File: src/rtl/clawgame_pkg.sv
// Shared constants and helpers for the claw game score/display core.
// Segment codes are 7-bit gfedcba with each bit low when that segment is lit.
package clawgame_pkg;

   localparam int REFRESH_LOG2_DEFAULT = 2;

   localparam logic [6:0] SEG_0     = 7'h40;
   localparam logic [6:0] SEG_1     = 7'h79;
   localparam logic [6:0] SEG_2     = 7'h24;
   localparam logic [6:0] SEG_3     = 7'h30;
   localparam logic [6:0] SEG_4     = 7'h19;
   localparam logic [6:0] SEG_5     = 7'h12;
   localparam logic [6:0] SEG_6     = 7'h02;
   localparam logic [6:0] SEG_7     = 7'h78;
   localparam logic [6:0] SEG_8     = 7'h00;
   localparam logic [6:0] SEG_9     = 7'h10;
   localparam logic [6:0] SEG_BLANK = 7'h7F;

   function automatic logic [6:0] bcd_to_seg(input logic [3:0] digit);
      logic [6:0] seg;
      case (digit)
         4'd0:    seg = SEG_0;
         4'd1:    seg = SEG_1;
         4'd2:    seg = SEG_2;
         4'd3:    seg = SEG_3;
         4'd4:    seg = SEG_4;
         4'd5:    seg = SEG_5;
         4'd6:    seg = SEG_6;
         4'd7:    seg = SEG_7;
         4'd8:    seg = SEG_8;
         4'd9:    seg = SEG_9;
         default: seg = SEG_BLANK;
      endcase
      return seg;
   endfunction

endpackage

File: src/rtl/seven_seg_mux.sv
// Scans an 8-digit BCD value onto a common-anode display, one digit per
// 2^REFRESH_LOG2 cycles, digit 0 (units) first.
module seven_seg_mux
   import clawgame_pkg::*;
#(
   parameter int REFRESH_LOG2 = REFRESH_LOG2_DEFAULT
) (
   input  logic        clock,
   input  logic        reset,
   input  logic [31:0] score,
   output logic [7:0]  anode_activate,
   output logic [7:0]  LED_out
);

   localparam int CNT_W = REFRESH_LOG2 + 3;

   logic [CNT_W-1:0] refresh_cnt_r;
   logic [2:0]       sel_s;
   logic [3:0]       digit_s;

   // Free-running refresh counter; its top three bits pick the lit digit.
   always_ff @(posedge clock or posedge reset) begin
      if (reset) begin
         refresh_cnt_r <= '0;
      end else begin
         refresh_cnt_r <= refresh_cnt_r + CNT_W'(1);
      end
   end

   assign sel_s   = refresh_cnt_r[CNT_W-1 -: 3];
   assign digit_s = score[{sel_s, 2'b00} +: 4];

   // Decoded straight from registered state so a new digit or score shows the same cycle.
   always_comb begin
      anode_activate = ~(8'h01 << sel_s);
      LED_out        = {1'b1, bcd_to_seg(digit_s)};
   end

endmodule

File: src/rtl/clawgame_proc.sv
// Claw game score core: synchronizes the score event input, counts its rising
// edges as an 8-digit BCD score and drives the multiplexed seven-segment display.
module clawgame_proc
   import clawgame_pkg::*;
#(
   parameter int REFRESH_LOG2 = REFRESH_LOG2_DEFAULT,
   parameter int NUM_DIGITS   = 8
) (
   input  logic       clock,
   input  logic       reset,
   input  logic       increment_score,
   output logic [7:0] anode_activate,
   output logic [7:0] LED_out
);

   localparam int SCORE_W = 4 * NUM_DIGITS;

   logic               s1_r;
   logic               s2_r;
   logic               prev_r;
   logic               inc_pulse_s;
   logic [SCORE_W-1:0] score_r;
   logic [SCORE_W-1:0] score_next_s;
   logic               carry_s;

   // Two-flop synchronizer plus the previous-sample flop for edge detection.
   always_ff @(posedge clock or posedge reset) begin
      if (reset) begin
         s1_r   <= 1'b0;
         s2_r   <= 1'b0;
         prev_r <= 1'b0;
      end else begin
         s1_r   <= increment_score;
         s2_r   <= s1_r;
         prev_r <= s2_r;
      end
   end

   assign inc_pulse_s = s2_r & ~prev_r;

   // Decimal ripple increment: a 9 rolls to 0 and carries on; the top digit's carry is dropped.
   always_comb begin
      score_next_s = score_r;
      carry_s      = inc_pulse_s;
      for (int i = 0; i < NUM_DIGITS; i++) begin
         if (carry_s) begin
            if (score_r[i*4 +: 4] == 4'd9) begin
               score_next_s[i*4 +: 4] = 4'd0;
               carry_s                = 1'b1;
            end else begin
               score_next_s[i*4 +: 4] = score_r[i*4 +: 4] + 4'd1;
               carry_s                = 1'b0;
            end
         end else begin
            score_next_s[i*4 +: 4] = score_r[i*4 +: 4];
         end
      end
   end

   // Score register only loads on a detected rising edge.
   always_ff @(posedge clock or posedge reset) begin
      if (reset) begin
         score_r <= '0;
      end else if (inc_pulse_s) begin
         score_r <= score_next_s;
      end
   end

   seven_seg_mux #(
      .REFRESH_LOG2 (REFRESH_LOG2)
   ) u_seven_seg_mux (
      .clock          (clock),
      .reset          (reset),
      .score          (score_r),
      .anode_activate (anode_activate),
      .LED_out        (LED_out)
   );

endmodule

File: config.mk
export PLATFORM = sky130hd
export DESIGN_NAME = clawgame_proc
export DESIGN_NICKNAME = d
export VERILOG_FILES = /design/src/rtl/clawgame_pkg.sv /design/src/rtl/seven_seg_mux.sv /design/src/rtl/clawgame_proc.sv
export SDC_FILE = /design/constraint.sdc
export NUM_CORES = 1
export LEC_CHECK = 0
export CAP_MARGIN = 20
export CORE_MARGIN = 10
export CORE_UTILIZATION = 40
export DETAILED_ROUTE_END_ITERATION = 8
export PLACE_DENSITY_LB_ADDON = 0.08
export SLEW_MARGIN = 0
export SYNTH_ARGS = -nofsm -noshare
export SYNTH_HDL_FRONTEND = slang
export SYNTH_SLANG_ARGS = --single-unit
File: constraint.sdc
create_clock -name clock -period 2.3 [get_ports clock]
set_input_delay 0.46 -clock clock [delete_from_list [all_inputs] [get_ports clock]]
set_output_delay 0.46 -clock clock [all_outputs]
set_load 0.01 [all_outputs]
==> results by group <==
CTS
  – CTS buffer count: 5
  – CTS tree: built
  – CTS Sinks: 40
  – Worst-skew pair later-pin latency: 0.29 ns
  – Clk pin slew, worst setup/hold paths: 0.08 ns
  – Root buffer cell: clkbuf_8
  – Clock Path Buffers: 2
  – H-tree levels: 2
  – Hold Buf Count CTS: 0

Cells and area
  – Final #Nets: 321
  – # diodes: 0
  – Multi-input logic area: 1384 um2
  – Seq. cell area: 1005 um2
  – Fin cells: 388
  – Final core area utilization: 56.12%
  – Design area: 3283 um2
  – Fillcell total: 513
  – Area grow syn2layout: 37.82%
  – Fraction of layout cells with a size suffix above 1: 37.38%

Floorplan
  – Row cnt: 28
  – Core Region: 5851 um2
  – Initial core utilization: 40.72%
  – Die ar.: 9443 um2
  – Die Height: 97.18 um
  – IO Count: 19
  – Die Wd: 97.18 um

Power and ir drop
  – Lkg Pwr: 1.589 nW
  – VDD IR max: 0.3124 mV
  – Pwr/cell area: 494.7 nW/um2

Timing
  – Final setup vio count: 7
  – Max Clk Rate: 0.3666 GHz
  – Final WS setup: -0.4275 ns
  – Setup repair after global routing missed its margin: true
  – Final Skew: 0.007195 ns
  – Pins Over Slew Limit: 0
  – Hold_ws: 0.3574 ns
  – Final Hold Viols: 0
  – Min cycle time layout: 2.728 ns
  – Final setup TNS: -2.537 ns
  – Period utilization: 118.6%

Global routing
  – GRT Overall Usage: 11.54%
  – Largest net degree at the start of global routing: 41
  – Antenna violations before repair: 0
  – Number of global-route vias before repair: 1,828
  – First-pass GRT wire length: 9.121 mm
  – Gr ovfl total: 0

Route
  – Detailed-route DRC error count: 0
  – Initial DRC count: 80
  – DR vias: 1,915
  – Post-DRT Antenna Nets: 0
  – Wirelength per Cell: 14.29 um
  – DRT Wirelength: 5.543 mm
  – Routed vias/inst: 4.936
  – Initial DRT Pass Iterations: 4

Critical path
  – Crit-path leading delay family: multiplexers
  – CP max FO: 7
  – Worst endpoint data arrival time: 2.27 ns
  – Worst path required time: 1.84 ns
  – Critical path, cell by cell: mux4_2 -> nor2b_4 -> a21oi_4 -> inv_2 -> ha_4 -> mux2i_4 -> a22oi_2 -> buf_2
  – CP Capture Type: primary output
  – Worst setup SP type: register
  – Slowest CP cell: mux4_2
  – Worst path max stage delay: 0.53 ns
  – Buf/Inv on CP: 2
  – WS Path Type: reg -> out

Yosys
  – Area of the mapped netlist: 2382 um2
  – Post-Syn Nets: 244
  – Cells after synthesis: 235
  – Post-synthesis sequential area ratio: 42.02%
  – Largest cells by area after synthesis: dfrtp_1 42%, mux4_2 5.7%, xnor2_1 5.5%
  – Yosys cell types: 48
  – #FFs+latches synth: 40
  – Top-count cell post-synth: dfrtp_1
  – Fraction of registers with async set or reset after synthesis: 100.0%
  – Synth Warn #: 0
  – Number of synthesized flops with an enable pin: 0
  – Post-synth top flop: dfrtp_1
  – Syn Area/Cell: 10.14 um2
  – Yosys top cell by area: dfrtp_1
  – Post-synth top area share: 42.02%
  – Most frequent cells after synthesis: 40 x dfrtp_1, 21 x nand2_1, 18 x inv_1

Placement
  – Number of placed instances, taps included: 372
  – Dpl hpwl: 4.159 mm
  – Port bufs: 17
  – Cell Area, Placed: 3059 um2
  – Final Wtd Congestion: 0.8320

Outcome
  – Outcome: complete, but fails checks
  – Failing checks: negative setup slack

Flow run
  – Max-cap viol count: 0

Hold path
  – Hold/Removal Path Class: reg -> reg
routing by layer:
| metal | track usage [%] | vias to the layer above | wire length, um |
|---|---|---|---|
| li1 | - | 969 | - |
| met1 | 14.67 | 920 | 2648 |
| met2 | 18.67 | 22 | 2692 |
| met3 | 2.774 | 4 | 157 |
| met4 | 3.746 | 0 | 44 |
| met5 | 0 | - | 0 |
state kept, by name (all words and copies together), names as in the netlist:
| signal | cells |
|---|---|
| score_r | 32 |
| u_seven_seg_mux.refresh_cnt_r | 5 |
| prev_r | 1 |
| s1_r | 1 |
| s2_r | 1 |
area by class of cell:
| type | instances | share of cell area (%) |
|---|---|---|
| Clock buffer | 6 | 2.210 |
| Clock inverter | 2 | 1.067 |
| Inverter | 18 | 2.058 |
| Multi-Input combinational cell | 169 | 42.15 |
| Sequential cell | 40 | 30.60 |
| Tap cell | 75 | 2.858 |
| Timing Repair Buffer | 78 | 19.05 |
layout by cell type, fill, tap and decap left out, types with 3 or more instances in the layout:
cell              n
buf_4            56
dfrtp_1          37
nand2_1          20
inv_1            15
xnor2_1          15
nor2_1           14
o21ai_0           9
buf_2             8
nand2b_1          7
a21oi_1           6
mux4_2            6
nor2b_1           5
nor3_1            5
xor2_1            5
nand3_1           5
a21o_1            5
mux2i_1           5
clkbuf_8          5
nand4_1           4
mux2_2            4
dlygate4sd2_1     4
a22o_1            3
inv_2             3
a22oi_2           3
ha_4              3
clkdlybuf4s50_1   3
dlymetal6s2s_1    3
dfrtp_2           3
per-stage QoR:
step	power [mW]	setup WS, ns
CTS	1.648	-0.4671
finish	1.624	-0.4275
global route	1.714	-0.5511
detailed placement	1.082	-0.4889
floorplan	0.9542	-0.005741
global placement	1.080	-0.4541
kinds of logic (layout without fill, tap and decap cells):
family                   Yosys count  in the layout  share of synthesized area (%)
buffers and inverters             26            104                          4.622
AND/OR/NAND/NOR                   83             83                          20.33
AO/OA/AOI/OAI                     42             42                          11.71
adder cells (fa/ha/maj)            6              6                          3.151
XOR/XNOR                          20             20                          7.353
flip-flops                        40             40                          42.02
multiplexers                      17             17                          10.66
other                              1              1                         0.1574
timing repair:
action,in CTS,in global routing
resized for setup,44,8
pin swaps,4,3
endpoints found under the setup margin,12,11
setup buffers,2,6
path summary, 6_finish.rpt:
check / end / start / depth (start not counted) / slack, ns
max reg2reg: score_r[29] / score_r[1] / 6 / 0.11
min reg2reg: s2_r / s1_r / 0 / 0.36
max: LED_out[3] / u_seven_seg_mux.refresh_cnt_r[2] / 8 / -0.43
min: s2_r / s1_r / 0 / 0.36
max in group asynchronous: u_seven_seg_mux.refresh_cnt_r[2] / reset / 3 / 1.56
min in group asynchronous: score_r[13] / reset / 3 / 0.53
where the power goes:
group / switching [mW] / internal [mW]
clock network: 0.238 / 0.322
registers: 0.0479 / 0.759
logic: 0.121 / 0.136
Power figures use the tool's default switching activity.
